## src/rtl/qed_inst_filter_if.sv

```systemverilog
// rtl/qed_inst_filter_if.sv - instruction presentation bus for qed_inst_filter
interface qed_inst_filter_if;
    logic        inst_valid;
    logic [31:0] instruction;
    logic        inst_legal;
    logic [11:0] inst_class;

    modport master (
        output inst_valid,
        output instruction,
        input  inst_legal,
        input  inst_class
    );

    modport slave (
        input  inst_valid,
        input  instruction,
        output inst_legal,
        output inst_class
    );
endinterface

```

## src/rtl/qed_inst_filter.sv

```systemverilog
// rtl/qed_inst_filter.sv - stateful RV32I legality filter for SQED runs
module qed_inst_filter #(
    parameter int          REG_LIMIT  = 16,
    parameter int          MEM_WINDOW = 64,
    parameter logic [11:0] PRE_MASK   = 12'h803,
    parameter logic [11:0] POST_MASK  = 12'hFFF,
    parameter int          MAX_PRE_TC = 255,
    parameter int          STORE_GAP  = 2,
    parameter int          CNT_W      = 8
) (
    input  logic               clk,
    input  logic               rst,
    qed_inst_filter_if.slave   bus,
    input  logic               sif_commit,
    output logic [1:0]         phase,
    output logic [CNT_W-1:0]   pre_count,
    output logic               violation
);
    localparam logic [1:0]  PH_PRE    = 2'd0;
    localparam logic [1:0]  PH_LOCKED = 2'd1;
    localparam logic [1:0]  PH_POST   = 2'd2;
    localparam logic [5:0]  REG_LIM   = 6'(REG_LIMIT);
    localparam logic [12:0] MEM_LIM   = 13'(MEM_WINDOW);
    localparam int          GAP_W     = (STORE_GAP > 1) ? $clog2(STORE_GAP + 1) : 1;

    logic [1:0]       state_q, state_d;
    logic [CNT_W-1:0] pre_count_q, pre_count_d;
    logic [GAP_W-1:0] gap_q, gap_d;
    logic             violation_q, violation_d;

    logic [6:0]  opcode, funct7;
    logic [2:0]  funct3;
    logic [4:0]  rd, rs1, rs2;
    logic        rd_ok, rs1_ok, rs2_ok;
    logic [11:0] cls;
    logic [11:0] mask;
    logic        lock_block, gap_block, legal, accept, counts;

    assign opcode = bus.instruction[6:0];
    assign rd     = bus.instruction[11:7];
    assign funct3 = bus.instruction[14:12];
    assign rs1    = bus.instruction[19:15];
    assign rs2    = bus.instruction[24:20];
    assign funct7 = bus.instruction[31:25];
    assign rd_ok  = {1'b0, rd}  < REG_LIM;
    assign rs1_ok = {1'b0, rs1} < REG_LIM;
    assign rs2_ok = {1'b0, rs2} < REG_LIM;

    // Memory offsets are treated as unsigned so negative immediates fall outside the window.
    always_comb begin
        cls = '0;
        unique case (opcode)
            7'b0110011: cls[0] = (funct7 == 7'b0000000 ||
                                  (funct7 == 7'b0100000 && (funct3 == 3'b000 || funct3 == 3'b101)))
                                 && rs1_ok && rs2_ok && rd_ok;
            7'b0010011: cls[1] = (funct3 == 3'b001 ? funct7 == 7'b0000000 :
                                  funct3 == 3'b101 ? (funct7 == 7'b0000000 || funct7 == 7'b0100000) :
                                  1'b1) && rs1_ok && rd_ok;
            7'b0000011: cls[2] = (funct3 inside {3'b000, 3'b001, 3'b010, 3'b100, 3'b101})
                                 && rs1 == 5'd0 && {1'b0, bus.instruction[31:20]} < MEM_LIM && rd_ok;
            7'b0100011: cls[3] = (funct3 inside {3'b000, 3'b001, 3'b010}) && rs1 == 5'd0
                                 && {1'b0, funct7, rd} < MEM_LIM && rs2_ok;
            7'b1100011: cls[4] = !(funct3 inside {3'b010, 3'b011}) && rs1_ok && rs2_ok;
            7'b1101111: cls[5] = rd == 5'd0;
            7'b1100111: cls[6] = funct3 == 3'b000 && rd == 5'd0 && rs1_ok;
            7'b0110111: cls[7] = rd_ok;
            7'b0010111: cls[8] = rd == 5'd0;
            7'b0001111: cls[9] = funct3 == 3'b000;
            7'b1110011: cls[10] = bus.instruction == 32'h0000_0073 || bus.instruction == 32'h0010_0073;
            7'b1111111: cls[11] = 1'b1;
            default:    cls = '0;
        endcase
    end

    always_comb begin
        mask       = (state_q == PH_POST || sif_commit) ? POST_MASK : PRE_MASK;
        lock_block = state_q == PH_LOCKED && !cls[11] && !sif_commit;
        gap_block  = cls[3] && gap_q != '0;
        legal      = |(cls & mask) && !lock_block && !gap_block;
        accept     = bus.inst_valid && legal;
        counts     = accept && !cls[11] && state_q == PH_PRE;
    end

    always_ff @(posedge clk) begin
        if (rst) begin
            state_q     <= PH_PRE;
            pre_count_q <= '0;
            gap_q       <= '0;
            violation_q <= 1'b0;
        end else begin
            state_q     <= state_d;
            pre_count_q <= pre_count_d;
            gap_q       <= gap_d;
            violation_q <= violation_d;
        end
    end

    // Commit outranks the budget lock when both happen in the same cycle.
    always_comb begin
        state_d = state_q;
        unique case (state_q)
            PH_PRE: begin
                if (sif_commit)
                    state_d = PH_POST;
                else if (MAX_PRE_TC != 0 && counts && pre_count_q + 1'b1 == CNT_W'(MAX_PRE_TC))
                    state_d = PH_LOCKED;
            end
            PH_LOCKED: if (sif_commit) state_d = PH_POST;
            PH_POST:   state_d = PH_POST;
            default:   state_d = PH_PRE;
        endcase
    end

    always_comb begin
        pre_count_d = pre_count_q;
        if (counts && pre_count_q != '1)
            pre_count_d = pre_count_q + 1'b1;
        gap_d = gap_q;
        if (accept && cls[3])
            gap_d = GAP_W'(STORE_GAP);
        else if (gap_q != '0)
            gap_d = gap_q - 1'b1;
        violation_d = violation_q || (bus.inst_valid && !legal);
    end

    always_comb begin
        phase          = state_q;
        pre_count      = pre_count_q;
        violation      = violation_q;
        bus.inst_legal = legal;
        bus.inst_class = cls;
    end
endmodule
```

## src/flat_wrapper.sv

```systemverilog
// flat-port wrapper written by rule: the top's interface ports become plain ports
module qed_inst_filter_flat 
#(
    parameter int          REG_LIMIT  = 16,
    parameter int          MEM_WINDOW = 64,
    parameter logic [11:0] PRE_MASK   = 12'h803,
    parameter logic [11:0] POST_MASK  = 12'hFFF,
    parameter int          MAX_PRE_TC = 255,
    parameter int          STORE_GAP  = 2,
    parameter int          CNT_W      = 8
)
  (clk, rst, sif_commit, phase, pre_count, violation, bus_inst_valid, bus_instruction, bus_inst_legal, bus_inst_class);
  qed_inst_filter_if bus_i ();
  input  logic clk;
  input  logic rst;
  input  logic sif_commit;
  output logic [1:0] phase;
  output logic [CNT_W-1:0] pre_count;
  output logic violation;
  input wire logic [$bits(bus_i.inst_valid)-1:0] bus_inst_valid;
  input wire logic [$bits(bus_i.instruction)-1:0] bus_instruction;
  output wire logic [$bits(bus_i.inst_legal)-1:0] bus_inst_legal;
  output wire logic [$bits(bus_i.inst_class)-1:0] bus_inst_class;
  assign bus_i.inst_valid = bus_inst_valid;
  assign bus_i.instruction = bus_instruction;
  assign bus_inst_legal = bus_i.inst_legal;
  assign bus_inst_class = bus_i.inst_class;
  qed_inst_filter #(.REG_LIMIT(REG_LIMIT), .MEM_WINDOW(MEM_WINDOW), .PRE_MASK(PRE_MASK), .POST_MASK(POST_MASK), .MAX_PRE_TC(MAX_PRE_TC), .STORE_GAP(STORE_GAP), .CNT_W(CNT_W)) u_core (.clk(clk), .rst(rst), .bus(bus_i), .sif_commit(sif_commit), .phase(phase), .pre_count(pre_count), .violation(violation));
endmodule
```

## config.mk

```make
export PLATFORM = sky130hd
export DESIGN_NAME = qed_inst_filter_flat
export DESIGN_NICKNAME = d
export VERILOG_FILES = /design/src/rtl/qed_inst_filter_if.sv /design/src/rtl/qed_inst_filter.sv /design/src/flat_wrapper.sv
export SDC_FILE = /design/constraint.sdc
export NUM_CORES = 1
export LEC_CHECK = 0
export ABC_AREA = 1
export BUFFER_PORTS_ARGS = -buffer_cell sky130_fd_sc_hd__buf_2
export CAP_MARGIN = 40
export CORE_UTILIZATION = 40
export CTS_BUF_LIST = sky130_fd_sc_hd__clkbuf_8
export CTS_CLUSTER_DIAMETER = 50
export DETAILED_ROUTE_END_ITERATION = 16
export PLACE_DENSITY = 0.7
export SLEW_MARGIN = 20
export SYNTH_ARGS = -nofsm -noshare
export SYNTH_HDL_FRONTEND = slang
export SYNTH_SLANG_ARGS = --single-unit
```

## constraint.sdc

```tcl
create_clock -name clk -period 3.8 [get_ports clk]
set_clock_uncertainty 0.15 [all_clocks]
set_input_delay 0.57 -clock clk [delete_from_list [all_inputs] [get_ports clk]]
set_output_delay 0.57 -clock clk [all_outputs]
set_load 0.01 [all_outputs]
```

* Word level (Yosys, flattened, before mapping)
Cells that the tools add are included.
Cells by class: add/sub/neg operators 2, order comparisons 5, eq/ne operators 26, mux-type cells 21, bitwise logic cells 1, reduce and logical (&&, ||, !) cells 53
Operators by type and width (number):
- 7-bit == test, second input constant | 5
- 32-bit by 21-bit == test with 1-bit output, second input constant | 1
- 32-bit by 7-bit == test with 1-bit output, second input constant | 1
- 7-bit by 6-bit == test with 1-bit output, second input constant | 4
- 1-bit logical AND | 28
- 12-bit by 7-bit < comparator with 1-bit output, second input constant | 2
- 5-bit < comparator, second input constant | 3
- 7-bit by 5-bit == test with 1-bit output, second input constant | 2
- 1-bit 2-to-1 mux | 14
- 12-bit bitwise AND | 1
- 12-bit OR reduction | 1
- 11-bit 2-to-1 mux | 1
- 5-bit zero test | 2
- 2-bit 2-to-1 mux | 5
- 8-bit by 1-bit adder with 8-bit output, second input constant | 1
- 8-bit == test, second input constant | 1
- 8-bit inequality test, second input constant | 1
- 7-bit by 2-bit == test with 1-bit output, second input constant | 1
- 7-bit by 4-bit == test with 1-bit output, second input constant | 1
- 7-bit zero test | 1
- 3-bit by 2-bit == test with 1-bit output, second input constant | 2
- 3-bit == test, second input constant | 2
- 1-bit zero test | 6
- 1-bit logical OR | 6
- other kinds (14) | 16
Word-level totals: flip-flop bits (word level) 13, bits of input ports 36

* Longest topological paths before layout
Gate-level depths: netlist of run 1.
depth after elaboration 19, mapped depth 16, gate-level depth less buffers 16

* Least setup slack after synthesis of run 1
Ideal clock, no wire load.
path kind input port to output port, start input port bus_instruction[26], end output port bus_inst_legal, arrival 1.515 ns, required time 3.080 ns, setup slack 1.565 ns, stages on the path 11, buffers on the path 0, cell sequence nor2_1 nand2_1 nor2_2 nand2_2 nor2_2 nor2_1 nand3_1 nand2_1 nand2_2 nand2_1 inv_1
Between the ends: elaborated cells on any way between the ends 32, those cells by class 2 x order compare; 3 x eq/ne; 7 x mux; 1 x bitwise; 19 x reduce/logical
RTL lines:
- start: declaration | line flat_wrapper.sv:21 | input wire logic [$bits(bus_i.instruction)-1:0] bus_instruction;
- 12-bit by 7-bit < comparator with 1-bit output | line qed_inst_filter.sv:60 | && rs1 == 5'd0 && {1'b0, bus.instruction[31:20]} < MEM_LIM && rd_ok;
- 1-bit logical AND (2 in series) | line qed_inst_filter.sv:60
- 1-bit 2-to-1 mux | line qed_inst_filter.sv:52 | unique case (opcode)
- via bus_inst_class[2] | line flat_wrapper.sv:23 | output wire logic [$bits(bus_i.inst_class)-1:0] bus_inst_class;
- 12-bit bitwise AND | line qed_inst_filter.sv:79 | legal = |(cls & mask) && !lock_block && !gap_block;
- 12-bit OR reduction | line qed_inst_filter.sv:79
- 1-bit logical AND (2 in series) | line qed_inst_filter.sv:79
- end: declaration | line flat_wrapper.sv:22 | output wire logic [$bits(bus_i.inst_legal)-1:0] bus_inst_legal;
The timed path passes the listed nets, and every way through them passes these cells.

* Worst setup path after layout of run 1
start input port bus_instruction[3], end output port bus_inst_legal
Between the ends: word-level cells in the longest chain between the ends 8, elaborated cells on any way between the ends 37, those cells by class 14 x eq/ne; 12 x mux; 1 x bitwise; 10 x reduce/logical
Ends and longest elaborated chain (line):
- branches (longest 7 deep; another with 32-bit by 7-bit == test with 1-bit output)
- 1-bit logical AND * | qed_inst_filter.sv:79
Mark *: on every way between the ends.

==> results by stage, run 1 <==
Outcome:
- The flow ran to the end, and the final reports show no timing, DRC or antenna violations.

Synth:
- The synthesized flop and latch total is 13.
- The warning count from the yosys run is 0.
- The most area-hungry cell type in the Yosys netlist is sky130_fd_sc_hd__dfxtp_1.
- The top cell type by area accounts for 19.60% of the synthesized area.
- The mean cell area of the mapped netlist is around 5.7 sq um.
- After synthesis, the share of flip-flops with an asynchronous set or reset is 0%.
- The number of flops mapped to enable cells by yosys is 0.
- The number of nets handed over by synthesis was 274.
- Among all flip-flop cells after synthesis, the most frequent one is sky130_fd_sc_hd__dfxtp_1.
- The synthesized netlist occupies a cell area of around 1300 sq um.
- The number of distinct standard cells referenced by the synthesized netlist is 24.
- The post-synthesis cell count is 232.
- The sequential element share of the synthesized area is 19.60%.
- Sorting the synthesized cells by area gives the leading types as sky130_fd_sc_hd__dfxtp_1 (20%), sky130_fd_sc_hd__nand2_1 (15%), sky130_fd_sc_hd__nor2_1 (12%), sky130_fd_sc_hd__inv_1 (12%), sky130_fd_sc_hd__nand3_1 (9.8%).

Critical path:
- The type of the worst setup path is in2out.
- The startpoint identified for the worst register-to-register timing path is u_core.phase[1].
- The worst setup path is launched from an input pin.
- The required time reported for the critical path endpoint is 3.08 ns.
- STA classifies the critical path endpoint as an output port.
- The highest fanout seen on the critical path is 4.
- Setup slack on the worst reg-to-reg path comes out at 1.80 ns.
- The reg-to-reg critical path endpoint is u_core.pre_count[6].
- For the worst flop-to-flop path, the logic depth is 10.
- Data arrives at the worst endpoint at 1.90 ns.

Cells and area:
- The post-route netlist has 26.37% of its cells at a drive strength greater than 1.
- At the end of the flow, the number of nets in the layout was 335.
- Leaving out fill and tap cells, the most frequent cells in the layout are sky130_fd_sc_hd__buf_2 (58), sky130_fd_sc_hd__nand2_1 (52), sky130_fd_sc_hd__inv_1 (42), sky130_fd_sc_hd__nor2_1 (42), sky130_fd_sc_hd__nand3_1 (26).
- The finished layout holds 336 standard cells, fillers aside.
- The final antenna diode count is 0.
- The leading cell type in the layout, fill and taps excluded is sky130_fd_sc_hd__buf_2.
- The relative area change from synthesis to final layout is 28.27%.

Placement:
- The worst slack after detailed placement is 1.190 ns.
- During placement, the flow inserted port buffers numbering 58.
- Once placement completed, the tool counted placed cells totaling 332.
- The half-perimeter wire length of the detailed placement result is 2.678 mm.
- The final weighted congestion in routability-driven placement is 0.8420.

Timing:
- Setup repair after global routing left no endpoint under its margin.
- The number of max-slew violations in the final report came to 0.
- The final worst-path setup slack is ~1.2 ns.
- The portion of the clock cycle consumed by the worst path in the final layout is 68.83%.
- For the finished layout, the period the worst path requires is 2.616 ns.
- The transition time of the tightest slew-check pin is about 0.27 ns.
- The final-report hold violation count was 0.
- The accumulated negative setup slack is 0 ns.
- Setup violations remaining at the end of the flow were counted as 0.
- Based on the critical path, the design can be clocked at up to 382.3 MHz.
- The worst slew slack as a fraction of its limit is 81.62%.

Clock tree:
- The clock net in this run drives a total of 13 sinks.
- The later pin in the worst-skew pair is clocked with a latency of approximately 0.24 ns.
- After clock tree synthesis, the flow added hold-fix buffers numbering 0.
- In this run the deepest clock path goes through 2 buffers.
- The clock transition at the registers of the reported paths is 0.05 ns.
- In this run the number of H-tree levels came out at 1.
- The CTS tree is yes.
- TritonCTS created 3 clock buffers.
- The number of gates resized after CTS is 0.
- The clock tree root buffer cell is sky130_fd_sc_hd__clkbuf_8.
- After clock tree synthesis, the setup repair step added 0 buffers.

Route:
- After detailed routing, the number of remaining DRC violations is 0.
- The pre-antenna-repair detailed-routing pass consisted of 4 iterations.
- The highest metal layer used by the detailed router is met4.
- The total vias in the final route is 1531.
- In the detailed route, the total length drawn on met3 is 190 um.
- The length of routed wiring on met1 is 1.566 mm.
- The average wire per standard cell is 9.485 um.
- The final layout contains routed wiring with a total length of between 3 and 4 mm.
- The residual antenna-violating net count after detailed routing is 0.
- For this block, the initial DRC count from the detailed router was 72.
- Dividing the detail-routed via count by the number of cells gives 4.557.
- The met2 wirelength from detailed routing is 1.399 mm.

Power and ir drop:
- In this run, flip-flops and latches consume 37.0% of the power.
- In this run the power density over the cells is 252.9 nW/um^2.
- Of the total power, the share spent switching nets is about a third.
- Of the total power, combinational logic draws 34.9%.
- The maximum resistive drop on vdd is 0.2126 mV.
- The analysis attributes to cell leakage a power of 0.0009958 uW.
- For this design the total switching power over the nets is approximately 150 uW.
- The fraction of power consumed by the clock network is 28.1%.
- The total internal power is 280.8 uW.

Global routing:
- Entering global routing, the biggest net connects 13 pins.
- The initial antenna violation count is 0.
- The global-route wire length before repair is 5.181 mm.
- The overall track demand over capacity in global routing is 19.21%.
- Global routing finished with a remaining overflow of 0.
- The via count of the first global-routing pass was about 1200.

Floorplanning:
- The number of placement rows is 20.
- The starting density of the core is between 40% and 50%.
- The placeable core region is 3103 sq um.
- The total I/O pin count is 60.
- The die boundary height is 59.61 um.
- The horizontal die dimension is 59.61 um.
- The floorplan die area is approximately 3600 sq um.

Hold path:
- The path with the worst hold slack has its endpoint at u_core.gap_q[0].
- The worst min-delay path class is reg2reg.
- In this run the most critical hold path is launched from u_core.gap_q[0].
- The number of cells traversed by the worst hold path is 1.

Run:
- The max-cap violation count is 0.
-- worst max path at each step --
stage                        start              to  depth (start not counted)
6_report        bus_instruction[3]  bus_inst_legal                         12
5_1_grt        bus_instruction[26]  bus_inst_legal                         12
4_1_cts         bus_instruction[3]  bus_inst_legal                         12
3_5_place_dp    bus_instruction[3]  bus_inst_legal                         12
3_3_place_gp    bus_instruction[3]  bus_inst_legal                         12
2_1_floorplan  bus_instruction[26]  bus_inst_legal                         11
-- sequential cells by signal, indices dropped and copies added (netlist names) --
| signal | cells |
|---|---|
| u_core.violation | 1 |
| u_core.phase | 2 |
| u_core.pre_count | 8 |
| u_core.gap_q | 2 |
-- cell usage after synthesis (2+ instances only) --
cell type                  number
sky130_fd_sc_hd__a21oi_1       12
sky130_fd_sc_hd__dfxtp_1       13
sky130_fd_sc_hd__ha_1           6
sky130_fd_sc_hd__inv_1         41
sky130_fd_sc_hd__inv_2          3
sky130_fd_sc_hd__nand2_1       52
sky130_fd_sc_hd__nand2_2        4
sky130_fd_sc_hd__nand3_1       26
sky130_fd_sc_hd__nand3b_1       4
sky130_fd_sc_hd__nand4_1        2
sky130_fd_sc_hd__nor2_1        42
sky130_fd_sc_hd__nor2_2         3
sky130_fd_sc_hd__nor2_4         3
sky130_fd_sc_hd__nor3_1         4
sky130_fd_sc_hd__o21ai_0        3
sky130_fd_sc_hd__xor2_1         6
-- power by group through the flow --
stage          logic [uW]  clock network [uW]  registers [uW]
2_1_floorplan        95.4                   0             166
3_3_place_gp          148                   0             163
3_5_place_dp          150                   0             163
4_1_cts               151                 124             159
5_1_grt               176                 130             161
6_report              150                 121             159
-- metal layers --
metal / up-vias / track usage, %
li1: 839 / -
met1: 638 / 26.51
met2: 50 / 29.86
met3: 4 / 4.585
met4: 0 / 4.983
met5: - / 0
-- final cells by class --
cell class	instances	area, sq um
Timing Repair Buffer	58	290.3
Clock inverter	1	3.754
Inverter	44	165.2
Tap cell	44	55.05
Clock buffer	3	41.29
Fill cell	350	1400
Multi-Input combinational cell	173	887.1
Sequential cell	13	260.3
-- cells by family (layout without fill, tap and decap cells) --
logic type	count (synthesis)	count (layout)	synth area share, %
buffers and inverters	46	106	13.57
xor gates and xnor gates	6	6	3.958
AOI/OAI and AO/OA	17	17	6.880
DFF	13	13	19.60
adders and majority gates	6	6	5.655
and+or+nand+nor	144	144	50.33
-- per-stage QoR --
step | hold WS (ns) | instance area [sq um] | total power [uW] | util [%]
6_report | 0.2957 | 1703 | 430.6 | 54.88
5_1_grt | 0.3084 | 1703 | 466.4 | 54.88
4_1_cts | 0.2968 | 1703 | 434.5 | 54.88
2_1_floorplan | 0.2655 | 1328 | 261.0 | -
3_5_place_dp | 0.2883 | 1658 | 312.4 | 53.43
3_3_place_gp | 0.2772 | 1658 | 310.7 | 53.43
-- worst max-delay path, cell delays in order --
cell                      delay (ns)
sky130_fd_sc_hd__buf_2          0.11
sky130_fd_sc_hd__inv_2          0.06
sky130_fd_sc_hd__nand2_2        0.07
sky130_fd_sc_hd__nor2_4         0.13
sky130_fd_sc_hd__nand3_1        0.15
sky130_fd_sc_hd__nor2_4         0.16
sky130_fd_sc_hd__o21ai_0        0.13
sky130_fd_sc_hd__o21ai_0        0.09
sky130_fd_sc_hd__inv_1          0.10
sky130_fd_sc_hd__nand2_1        0.12
sky130_fd_sc_hd__inv_1          0.07
sky130_fd_sc_hd__buf_2          0.14
No activity file was read; power rests on OpenSTA's default activity.
==> run 2, diff against run 1 <==
Settings changed: ABC_AREA 1 to 0, PLACE_DENSITY 0.7 to 0.71.
Clock period 3.8 ns to 2.6 ns, I/O delays scaled along.
==> results by stage, run 2 <==
Cells and area:
- In the layout the commonest cells are sky130_fd_sc_hd__buf_2 (56), sky130_fd_sc_hd__buf_4 (33), sky130_fd_sc_hd__dfxtp_1 (13), sky130_fd_sc_hd__inv_1 (12), sky130_fd_sc_hd__nor2_1 (11).
- The ratio of cells with drive above 1 in the final layout is 47.84% (+21 points).
- The final standard cell utilization of the core is 69.92% (+15 points).
- The final antenna diode count was 0 (unchanged).
- The area growth from synthesis to layout is 61.33%.
- The filler-free cell count of the finished design is 286 (-15%).
- The leading cell type in the layout, fill and taps excluded is sky130_fd_sc_hd__buf_2.
- The net count of the finished layout came to 298 (-11%).
- The final instance area is 1978 sq um (+16%).
- The number of flip-flops in the largest register is 8 (unchanged).

Global routing:
- The global-route wire length before repair is 6.044 mm (+17%).
- The initial antenna violation count is 0 (unchanged).
- The overflow left after global routing came to 0 (unchanged).
- The pin count of the biggest net entering global routing is 19 (+6).
- The overall track demand over capacity in global routing is 23.06% (+3.9 points).
- The via count of the first global-routing pass is 1454 (+17%).

Critical path:
- The required time reported for the critical path endpoint is 2.06 ns (-1.02 ns).
- The endpoint arrival time on the critical path is 2.11 ns (+0.21 ns).
- The type of origin of the critical path is an input pin.
- By instance count, the cell type seen most on the critical path is sky130_fd_sc_hd__buf_2.
- Walking the worst path, the cells encountered are buf_2, nand4bb_2, a2111oi_1, buf_4, a21oi_1, a41oi_2, nor2_2, nor2_1, buf_2.
- The highest fanout seen on the critical path is 5 (+1).
- The peak per-stage delay on the critical path came to 0.46 ns (+0.30 ns).
- The master of the slowest instance on the critical path is sky130_fd_sc_hd__a2111oi_1.
- The endpoint class of the critical path is an output port.
- The type of the worst setup path is in2out.

Power and ir drop:
- The share of power burned in registers was 40.1% (+3.1 points).
- The fraction of power consumed by the clock network came to 34.3% (+6.2 points).
- The switching portion of total power is 27.21% (-7.6 points).
- The power consumption is 510.1 uW (+18%).
- The share of power burned in combinational logic is 25.6% (-9.3 points).
- The leakage power total is 0.0009445 uW (-5.1%).
- The switching power of the nets is 138.8 uW (-7.4%).
- The total internal power came to 371.3 uW (+32%).
- The maximum resistive drop on vdd is 0.2202 mV (+3.6%).
- The power per unit of standard cell area was 257.9 nW/um^2 (+2.0%).

Timing:
- The transition time of the tightest slew-check pin is 0.4325 ns (+0.1589 ns).
- In the finished design, the share of the clock period the worst path needs comes to 102.0%.
- The worst slew slack as a fraction of its limit is 70.86% (-11 points).
- The final-report hold violation count is 0 (unchanged).
- The count of final setup violators is 1 (+1).
- Setup repair after global routing could not meet its margin everywhere.
- The final worst-path setup slack is -0.05284 ns (-1.237 ns).
- The number of max-slew violations in the final report is 0 (unchanged).
- The maximum clock frequency is about 380 MHz.
- The shortest period the worst path allows is 2.653 ns.

Route:
- The overall routed net length was 3.828 mm (+20%).
- The detailed-router iteration count before antenna repair is 11 (+7).
- The number of remaining DRC errors was 2 (+2).
- The total vias in the final route is 1619 (+5.7%).
- The residual antenna-violating net count after detailed routing is 0 (unchanged).
- The violation count after the first detailed-route iteration is 95 (+32%).
- The average wire per standard cell is 13.38 um (+41%).
- The number of vias per cell after detailed routing is 5.661 (+24%).

Synth:
- The number of nets produced by synthesis is 203 (-26%).
- Among all flip-flop cells after synthesis, the most frequent one is sky130_fd_sc_hd__dfxtp_1.
- Yosys attributes the largest share of cell area to sky130_fd_sc_hd__dfxtp_1 (21%), sky130_fd_sc_hd__ha_1 (6.1%), sky130_fd_sc_hd__a21oi_1 (4.1%), sky130_fd_sc_hd__nor3_1 (3.7%), sky130_fd_sc_hd__inv_1 (3.7%).
- By count the netlist is led by sky130_fd_sc_hd__dfxtp_1 (13), sky130_fd_sc_hd__inv_1 (12), sky130_fd_sc_hd__nor2_1 (12), sky130_fd_sc_hd__a21oi_1 (10), sky130_fd_sc_hd__nand2_1 (10).
- The async set-or-reset flop fraction in the synthesized netlist is 0% (unchanged).
- The number of flops mapped to enable cells by yosys came to 0 (unchanged).
- The synthesized cell area is 1226 sq um (-7.6%).
- The mean cell area of the mapped netlist is 7.616 sq um (+33%).
- The warning count from the yosys run is 0 (unchanged).
- The area share of the largest cell type after synthesis came to 21.22% (+1.6 points).
- The number of distinct standard cells referenced by the synthesized netlist was 45 (+88%).
- The largest total area in the synthesized netlist belongs to sky130_fd_sc_hd__dfxtp_1.
- The most frequently used cell type in the post-synthesis netlist is sky130_fd_sc_hd__dfxtp_1.
- The post-synthesis cell count is 161 (-31%).
- The synthesized flop and latch total is 13 (unchanged).
- The sequential element share of the synthesized area came to 21.22% (+1.6 points).

Clock tree:
- The number of clock sinks seen by CTS is 13 (unchanged).
- The clock tree root buffer cell is sky130_fd_sc_hd__clkbuf_8.
- The clock network latency to the later pin of the worst-skew pair is 0.24 ns (about the same).
- The clock transition at the registers of the reported paths is 0.05 ns (about the same).
- The largest buffer count on any clock path was 2 (unchanged).
- The maximum level of the CTS H-tree is 1 (unchanged).
- The CTS tree is yes.
- The TritonCTS buffer count is 3 (unchanged).

Placement:
- The worst slack after detailed placement is -0.2651 ns (-1.455 ns).
- The half-perimeter wire length of the detailed placement result is 2.943 mm (+9.9%).
- The placed instance area was 1802 sq um (+8.7%).
- The number of instances in the placed design is 281 (-15%).
- The final weighted congestion in routability-driven placement is 0.9223 (+9.5%).
- The number of I/O port buffers was 58 (unchanged).

Floorplanning:
- The total I/O pin count was 60 (unchanged).
- The floorplan die area came to 3291 sq um (-7.4%).
- The horizontal die dimension came to 57.37 um (-3.8%).
- The placeable core region is 2829 sq um (-8.8%).
- The die boundary height is 57.37 um (-3.8%).
- The number of placement rows is 19 (-5.0%).
- The starting density of the core is 43.34% (+0.56 points).

Run:
- The max-cap violation count is 0 (unchanged).

Outcome:
- The flow ran to the end, but the final reports show violations.
- The final reports fail on design-rule violations, negative setup slack.

Hold path:
- The path class of the tightest hold or removal check is in2reg.
run 2: cell count changes after synthesis, sizes merged, moves of 5 or more:
cell,before,now
and3,0,5
inv,44,12
nand2,56,10
nand3,26,8
nor2,48,12
nor2b,0,6
nor3,5,10
nor4,1,6
o21ai,4,9
xor2,6,1
run 2: kinds of logic after synthesis:
logic type | after synthesis | synth area share, %
compound gates | 36 | 21.53
xor+xnor | 4 | 2.858
fa+ha+maj | 6 | 6.122
buf+inv | 14 | 4.286
flops | 13 | 21.22
mux | 2 | 1.837
simple gates | 86 | 42.14
run 2: critical path: cells and delay by family:
family / cells / cell delay, ns
simple gates: 3 / 0.55
compound gates: 3 / 0.75
buf+inv: 3 / 0.43
run 2: power by group through the flow:
| stage | clock [uW] | combinational (uW) | sequential [uW] |
|---|---|---|---|
| final | 175 | 131 | 205 |
| after global routing | 192 | 140 | 205 |
| after CTS | 181 | 123 | 205 |
| after detailed placement | 0 | 118 | 209 |
| after global placement | 0 | 115 | 209 |
| after floorplan | 0 | 44.4 | 210 |
run 2: layout make-up:
cell class / instances / area [sq um]
clock buffer: 3 / 41.29
timing repair buffer: 92 / 561.8
fill: 238 / 850.8
tap: 31 / 38.79
clock inverter: 1 / 3.754
inverter: 12 / 45.04
sequential: 13 / 260.3
multi-input combinational: 134 / 1027
run 2: final timing paths:
path / cells after the start / from / slack [ns] / end
setup / recovery: 9 / bus_instruction[3] / -0.05 / bus_inst_legal
hold / removal: 3 / bus_inst_valid / 0.29 / u_core.violation
setup reg to reg: 8 / u_core.phase[1] / 0.25 / u_core.pre_count[2]
hold reg to reg: 2 / u_core.violation / 0.29 / u_core.violation
run 2: repair_timing:
item                                    CTS  global route
endpoints found under the setup margin    3             8
endpoints found under the hold margin     0             0
resized for setup                        10            14
pin swaps                                 2             4
cloned                                    0             0
hold buffers                              0             0
buffers inserted                          1             1
run 2: stage by stage:
step	hold WS [ns]	setup TNS [ns]
2_1_floorplan	0.2714	0
3_3_place_gp	0.2810	-1.773
3_5_place_dp	0.2855	-2.035
4_1_cts	0.2907	0
5_1_grt	0.3038	-0.7216
6_report	0.2886	-0.05284
run 2: layer usage:
| layer | global-route usage (%) | vias to the layer above | part of all wire, % |
|---|---|---|---|
| met2 | 38.37 | 68 | 48 |
| met4 | 5.923 | 0 | 1.2 |
| met1 | 29.60 | 742 | 43 |
| met5 | 0 | - | 0 |
| met3 | 5.896 | 10 | 7.5 |
| li1 | - | 799 | - |
